[src/rtl/drum_audio_tap_if.sv]
// Handshake bundle between the column simulation, drum_audio_tap and the audio FIFO.
// The master modport is the tap block; the slave modport is the simulation/FIFO side.
interface drum_audio_tap_if;
  logic signed [17:0] u_sample;
  logic        [5:0]  row_idx;
  logic               sample_valid;
  logic               step_done;
  logic               step_en;
  logic        [31:0] audio_data;
  logic               audio_valid;
  logic               audio_ready;

  modport master (
    input  u_sample,
    input  row_idx,
    input  sample_valid,
    input  step_done,
    input  audio_ready,
    output step_en,
    output audio_data,
    output audio_valid
  );

  modport slave (
    output u_sample,
    output row_idx,
    output sample_valid,
    output step_done,
    output audio_ready,
    input  step_en,
    input  audio_data,
    input  audio_valid
  );
endinterface

[src/rtl/drum_audio_tap.sv]
// Paces the column simulation at the audio rate, taps one row's amplitude per step and
// pushes it as a 32-bit audio word. DRUM_AUDIO_DC_BLOCK_EN inserts a first-order DC blocker.
module drum_audio_tap #(
  parameter int unsigned CYCLES_PER_SAMPLE = 1042,
  parameter int unsigned TAP_ROW           = 16,
  parameter int unsigned NUM_ROW           = 33,
  parameter int unsigned GAIN_SHIFT        = 0
) (
  input  logic              clk,
  input  logic              rst,
  drum_audio_tap_if.master  bus,
  output logic [15:0]       overrun_cnt
);

  localparam int unsigned CntW   = (CYCLES_PER_SAMPLE > 1) ? $clog2(CYCLES_PER_SAMPLE) : 1;
  localparam logic [CntW-1:0] CntMax = CntW'(CYCLES_PER_SAMPLE - 1);
  localparam int unsigned TapSel = (TAP_ROW < NUM_ROW) ? TAP_ROW : NUM_ROW - 1;
  localparam logic [5:0]  TapRow = 6'(TapSel);
  localparam int unsigned GainSh = (GAIN_SHIFT > 3) ? 3 : GAIN_SHIFT;

  localparam logic signed [20:0] SatHi = 21'sd131071;
  localparam logic signed [20:0] SatLo = -21'sd131072;

  typedef enum logic [1:0] {StWaitTick, StRun, StPush, StFilt} state_e;

  state_e             state_q;
  logic [CntW-1:0]    cnt_q;
  logic               tick;
  logic               pending_q;
  logic [15:0]        overrun_q;
  logic               step_en_q;
  logic               valid_q;
  logic [31:0]        data_q;
  logic signed [17:0] cap_q;
  logic signed [17:0] cap_d;
  logic               tap_hit;

  // Gain, saturate to 1.17, then left-justify into the 32-bit audio word.
  function automatic logic [31:0] pack(input logic signed [17:0] x);
    logic signed [20:0] s;
    logic signed [17:0] sat;
    s = {{3{x[17]}}, x};
    s = s <<< GainSh;
    if (s > SatHi) begin
      sat = 18'sh1FFFF;
    end else if (s < SatLo) begin
      sat = 18'sh20000;
    end else begin
      sat = s[17:0];
    end
    return {sat, 14'b0};
  endfunction

  // Free-running sample-rate counter, independent of the FSM.
  always_ff @(posedge clk or posedge rst) begin
    if (rst) begin
      cnt_q <= '0;
    end else if (cnt_q == CntMax) begin
      cnt_q <= '0;
    end else begin
      cnt_q <= cnt_q + CntW'(1);
    end
  end

  assign tick = (cnt_q == CntMax);

  // Same-cycle match is folded in so a tap arriving with step_done reaches the push.
  assign tap_hit = (state_q == StRun) && bus.sample_valid && (bus.row_idx == TapRow);
  assign cap_d   = tap_hit ? bus.u_sample : cap_q;

  always_ff @(posedge clk or posedge rst) begin
    if (rst) begin
      cap_q <= '0;
    end else begin
      cap_q <= cap_d;
    end
  end

`ifdef DRUM_AUDIO_DC_BLOCK_EN
  logic signed [19:0] x_prev_q;
  logic signed [19:0] y_q;
  logic signed [21:0] dc_sum;
  logic signed [19:0] y_next;
  logic signed [17:0] y_sat;

  always_comb begin
    dc_sum = {{4{cap_d[17]}}, cap_d} - {{2{x_prev_q[19]}}, x_prev_q}
           + {{2{y_q[19]}}, y_q} - {{2{y_q[19]}}, (y_q >>> 8)};
    if (dc_sum > 22'sd524287) begin
      y_next = 20'sh7FFFF;
    end else if (dc_sum < -22'sd524288) begin
      y_next = 20'sh80000;
    end else begin
      y_next = dc_sum[19:0];
    end
    if (y_q > 20'sd131071) begin
      y_sat = 18'sh1FFFF;
    end else if (y_q < -20'sd131072) begin
      y_sat = 18'sh20000;
    end else begin
      y_sat = y_q[17:0];
    end
  end

  // Filter advances exactly once per step, on step_done.
  always_ff @(posedge clk or posedge rst) begin
    if (rst) begin
      x_prev_q <= '0;
      y_q      <= '0;
    end else if ((state_q == StRun) && bus.step_done) begin
      x_prev_q <= {{2{cap_d[17]}}, cap_d};
      y_q      <= y_next;
    end
  end
`endif

  always_ff @(posedge clk or posedge rst) begin
    if (rst) begin
      state_q   <= StWaitTick;
      pending_q <= 1'b0;
      overrun_q <= '0;
      step_en_q <= 1'b0;
      valid_q   <= 1'b0;
      data_q    <= '0;
    end else begin
      // Only one tick is remembered; every busy tick is counted.
      if (tick && (state_q != StWaitTick)) begin
        pending_q <= 1'b1;
        if (overrun_q != 16'hFFFF) begin
          overrun_q <= overrun_q + 16'd1;
        end
      end
      case (state_q)
        StWaitTick: begin
          if (tick || pending_q) begin
            state_q   <= StRun;
            step_en_q <= 1'b1;
            pending_q <= 1'b0;
          end
        end
        StRun: begin
          if (bus.step_done) begin
            step_en_q <= 1'b0;
`ifdef DRUM_AUDIO_DC_BLOCK_EN
            state_q   <= StFilt;
`else
            state_q   <= StPush;
            valid_q   <= 1'b1;
            data_q    <= pack(cap_d);
`endif
          end
        end
`ifdef DRUM_AUDIO_DC_BLOCK_EN
        StFilt: begin
          state_q <= StPush;
          valid_q <= 1'b1;
          data_q  <= pack(y_sat);
        end
`endif
        StPush: begin
          if (bus.audio_ready) begin
            state_q <= StWaitTick;
            valid_q <= 1'b0;
          end
        end
        default: begin
          state_q   <= StWaitTick;
          step_en_q <= 1'b0;
          valid_q   <= 1'b0;
        end
      endcase
    end
  end

  assign bus.step_en     = step_en_q;
  assign bus.audio_valid = valid_q;
  assign bus.audio_data  = data_q;
  assign overrun_cnt     = overrun_q;

endmodule

[src/flat_wrapper.sv]
// flat-port wrapper written by rule: the top's interface ports become plain ports
module drum_audio_tap_flat 
#(
  parameter int unsigned CYCLES_PER_SAMPLE = 1042,
  parameter int unsigned TAP_ROW           = 16,
  parameter int unsigned NUM_ROW           = 33,
  parameter int unsigned GAIN_SHIFT        = 0
)
  (clk, rst, overrun_cnt, bus_u_sample, bus_row_idx, bus_sample_valid, bus_step_done, bus_audio_ready, bus_step_en, bus_audio_data, bus_audio_valid);
  drum_audio_tap_if bus_i ();
  input  logic clk;
  input  logic rst;
  output logic [15:0] overrun_cnt;
  input wire logic [$bits(bus_i.u_sample)-1:0] bus_u_sample;
  input wire logic [$bits(bus_i.row_idx)-1:0] bus_row_idx;
  input wire logic [$bits(bus_i.sample_valid)-1:0] bus_sample_valid;
  input wire logic [$bits(bus_i.step_done)-1:0] bus_step_done;
  input wire logic [$bits(bus_i.audio_ready)-1:0] bus_audio_ready;
  output wire logic [$bits(bus_i.step_en)-1:0] bus_step_en;
  output wire logic [$bits(bus_i.audio_data)-1:0] bus_audio_data;
  output wire logic [$bits(bus_i.audio_valid)-1:0] bus_audio_valid;
  assign bus_i.u_sample = bus_u_sample;
  assign bus_i.row_idx = bus_row_idx;
  assign bus_i.sample_valid = bus_sample_valid;
  assign bus_i.step_done = bus_step_done;
  assign bus_i.audio_ready = bus_audio_ready;
  assign bus_step_en = bus_i.step_en;
  assign bus_audio_data = bus_i.audio_data;
  assign bus_audio_valid = bus_i.audio_valid;
  drum_audio_tap #(.CYCLES_PER_SAMPLE(CYCLES_PER_SAMPLE), .TAP_ROW(TAP_ROW), .NUM_ROW(NUM_ROW), .GAIN_SHIFT(GAIN_SHIFT)) u_core (.clk(clk), .rst(rst), .bus(bus_i), .overrun_cnt(overrun_cnt));
endmodule
[config.mk]
export PLATFORM = sky130hd
export DESIGN_NAME = drum_audio_tap_flat
export DESIGN_NICKNAME = d
export VERILOG_FILES = /design/src/rtl/drum_audio_tap_if.sv /design/src/rtl/drum_audio_tap.sv /design/src/flat_wrapper.sv
export SDC_FILE = /design/constraint.sdc
export NUM_CORES = 1
export LEC_CHECK = 0
export BUFFER_PORTS_ARGS = -buffer_cell sky130_fd_sc_hd__buf_2
export CAP_MARGIN = 10
export CELL_PAD_IN_SITES_DETAIL_PLACEMENT = 0
export CELL_PAD_IN_SITES_GLOBAL_PLACEMENT = 2
export CORE_UTILIZATION = 30
export CTS_BUF_LIST = sky130_fd_sc_hd__clkbuf_2 sky130_fd_sc_hd__clkbuf_4 sky130_fd_sc_hd__clkbuf_8
export CTS_CLUSTER_SIZE = 8
export DETAILED_ROUTE_END_ITERATION = 16
export PLACE_DENSITY = 0.69
export SLEW_MARGIN = 0
export SYNTH_ARGS = -nofsm -noshare
export SYNTH_HDL_FRONTEND = slang
export SYNTH_SLANG_ARGS = --single-unit
[constraint.sdc]
create_clock -name clk -period 5.09 [get_ports clk]
set_input_delay 0.509 -clock clk [delete_from_list [all_inputs] [get_ports clk]]
set_output_delay 0.509 -clock clk [all_outputs]
set_load 0.1 [all_outputs]
==> impl_metrics.toml <==
[detailed_routing]
routed_wl_microns = 5330
route.detailed.drc = 0
wl_per_cell_microns = 12.2
ant_nets = 0
dr.pass1.iters = 4
drtIter0Drc = 33
viasPerCell = 4.40
via_count = 1917

[logic_synthesis]
syn_area_sq_mm = 0.00296
synth_top_flop_cell = "dfrtp_1"
synth-async-reset-ratio_pct = 100
synth_cell_type_count = 33
synth_top_area_share_pct = 57.4
synth_top_area_cell = "dfrtp_1"
yosys-top-cells-area = "dfrtp_1 (57%), mux2_2 (14%), xor2_1 (5.0%), buf_4 (3.5%), xnor2_1 (2.1%)"
netlist_instances = 232
synth_edf_count = 0
synth_warnings = 0
synth_seq_cells = 68
yosysSeqAreaShare_pct = 57.4
postSynthAreaPerCell_sq_um = 12.8

[critical_path]
critPathMaxFanout = 15
critical_path_arrival_ns = 2.57
max_stage_delay_ns = 0.64
required_ns = 5.32
cp_cell_sequence = "nor4_1 > nand4b_1 > nor2_1 > mux2_2"
slowest_stage = "nand4b_1"
end_kind = "flop"
critical_path_class = "reg -> reg"
critPathLaunchType = "flop"

[layout]
drive_gt1_share_pct = 41.0
layout_commonest_cell = "dfrtp_1"
diodes = 0
areaGrowthSynthToFinish_pct = 20.1
layout.nets = 334
final_cell_mix = "dfrtp_1 (68), buf_2 (64), mux2_2 (36)"
fill_cells = 942
final_cells = 436
stdcell_area_sq_mm = 0.00356

[floorplan]
fp-row-count = 35
dieArea_sq_mm = 0.0103
die_h_microns = 101
fp.dieW_microns = 101
io_pins = 79
coreArea_sq_mm = 0.00942
initial_core_util_pct = 31.5

[timing]
finalCritPeriodShare_pct = 46.0
setup_tns_ns = 0
max_clock_freq_mhz = 427
min_period_ns = 2.34
relSlewSlack_pct = 35.1
fin_skew_ns = 0.0134
drv_slew = 0
setup_viol = 0
worst-slew-pin-transition_ns = 0.971
final_hold_viol_count = 0
rsz0062_at_grt = "false"

[power]
power_leakage_nw = 1.87
total_power_mw = 1.07
ir_drop_mv = 0.0966
power_density_mw_per_mm2 = 301

[cts]
htree_levels = 3
cts_buffers = 9
cts_root_buffer = "clkbuf_8"
cts_sinks = 68
clk_latency_ns = 0.34
cts_buffer_depth = 2
holdBufCountCts = 0
tritoncts = "built"
cts_resized = 0
clk_pin_slew_ns = 0.08
post-cts-setup-buffers = 0

[run]
drv_cap = 0

[global_route]
grt-ovfl-total = 0
antenna_found_initial = 0
grt.total_usage_pct = 10.9
grt_pass1_wl_microns = 8650
grt_max_degree = 69
grt_pass1_vias = 1845

[placement]
port_buffers = 64
place.gp.congestion = 0.737
dp_hpwl_microns = 3650
place_area_sq_mm = 0.00338
place_inst = 420

[hold_path]
hold_class = "in -> reg"

[run_status]
status = "complete, no violations"
cells in the mapped netlist, drive strengths merged, types with 3 or more instances:
library cell and count:
dfrtp 68, mux2 37, xor2 17, buf 15, nand3 11, nor2 10
nand2 9, nor4 7, xnor2 7, clkbuf 6, nor3 6, nor4b 5
inv 4, nand4 4, o21ai 4, and3 3, ha 3
flip-flops by register name, summed over array words and instances, names as in the netlist:
name	cells
u_core.bus.step_en	1
u_core.bus.audio_valid	1
u_core.overrun_cnt	16
u_core.bus.audio_data	18
u_core.cnt_q	11
u_core.pending_q	1
u_core.state_q	2
u_core.cap_q	18
per-stage QoR:
| stage | util [%] | hold WS [ns] | worst slack [ns] |
|---|---|---|---|
| after floorplan | - | 0.466 | 2.38 |
| after detailed placement | 35.9 | 0.481 | 2.65 |
| after global placement | 35.9 | 0.474 | 2.66 |
| final | 37.8 | 0.387 | 2.75 |
| after global routing | 37.8 | 0.385 | 2.64 |
| after CTS | 37.8 | 0.368 | 2.74 |
routing by layer:
metal	vias to the layer above	part of all wire (%)	GRT usage, %
li1	921	-	-
met1	933	50	14.3
met2	53	43	16.6
met3	10	5.1	3.59
met4	0	1.5	4.91
met5	-	0	0
worst max-delay path, delay by kind of cell (launching register included):
family / cells / cell delay (ns)
mux: 1 / 0.36
simple gates: 3 / 1.46
flops: 1 / 0.42
final timing paths:
kind                                     from                   endpoint  slack [ns]  cells after the start
setup / recovery              u_core.cnt_q[7]      u_core.overrun_cnt[1]        2.75                      4
hold / removal                bus_audio_ready          u_core.state_q[1]        0.39                      2
setup reg to reg              u_core.cnt_q[7]      u_core.overrun_cnt[1]        2.75                      4
hold reg to reg            u_core.bus.step_en         u_core.bus.step_en        0.49                      2
max in group asynchronous                 rst      u_core.overrun_cnt[9]        4.11                      3
min in group asynchronous                 rst  u_core.bus.audio_data[25]        0.42                      3
cells by family after synthesis:
logic type                 Yosys count  synth area share, %
other                                1                0.127
and+or+nand+nor                     67                 13.3
DFF                                 68                 57.4
adders and majority gates            3                 1.27
xor gates and xnor gates            24                 7.09
muxes                               37                 14.2
AOI/OAI and AO/OA                    7                 1.44
buffers and inverters               25                 5.19
power by group:
group	switching, mW	internal (mW)
Clock	0.201	0.189
Sequential	0.00485	0.549
Combinational	0.105	0.0211
cell type report:
cell class	count	area, sq um	area share [%]
Sequential cell	68	1700	47.8
Multi-Input combinational cell	152	1160	32.7
Timing Repair Buffer	67	343	9.63
Tap cell	129	161	4.53
Clock buffer	10	138	3.87
Clock inverter	6	38.8	1.09
Inverter	4	15.0	0.422
Power figures use the tool's default switching activity.
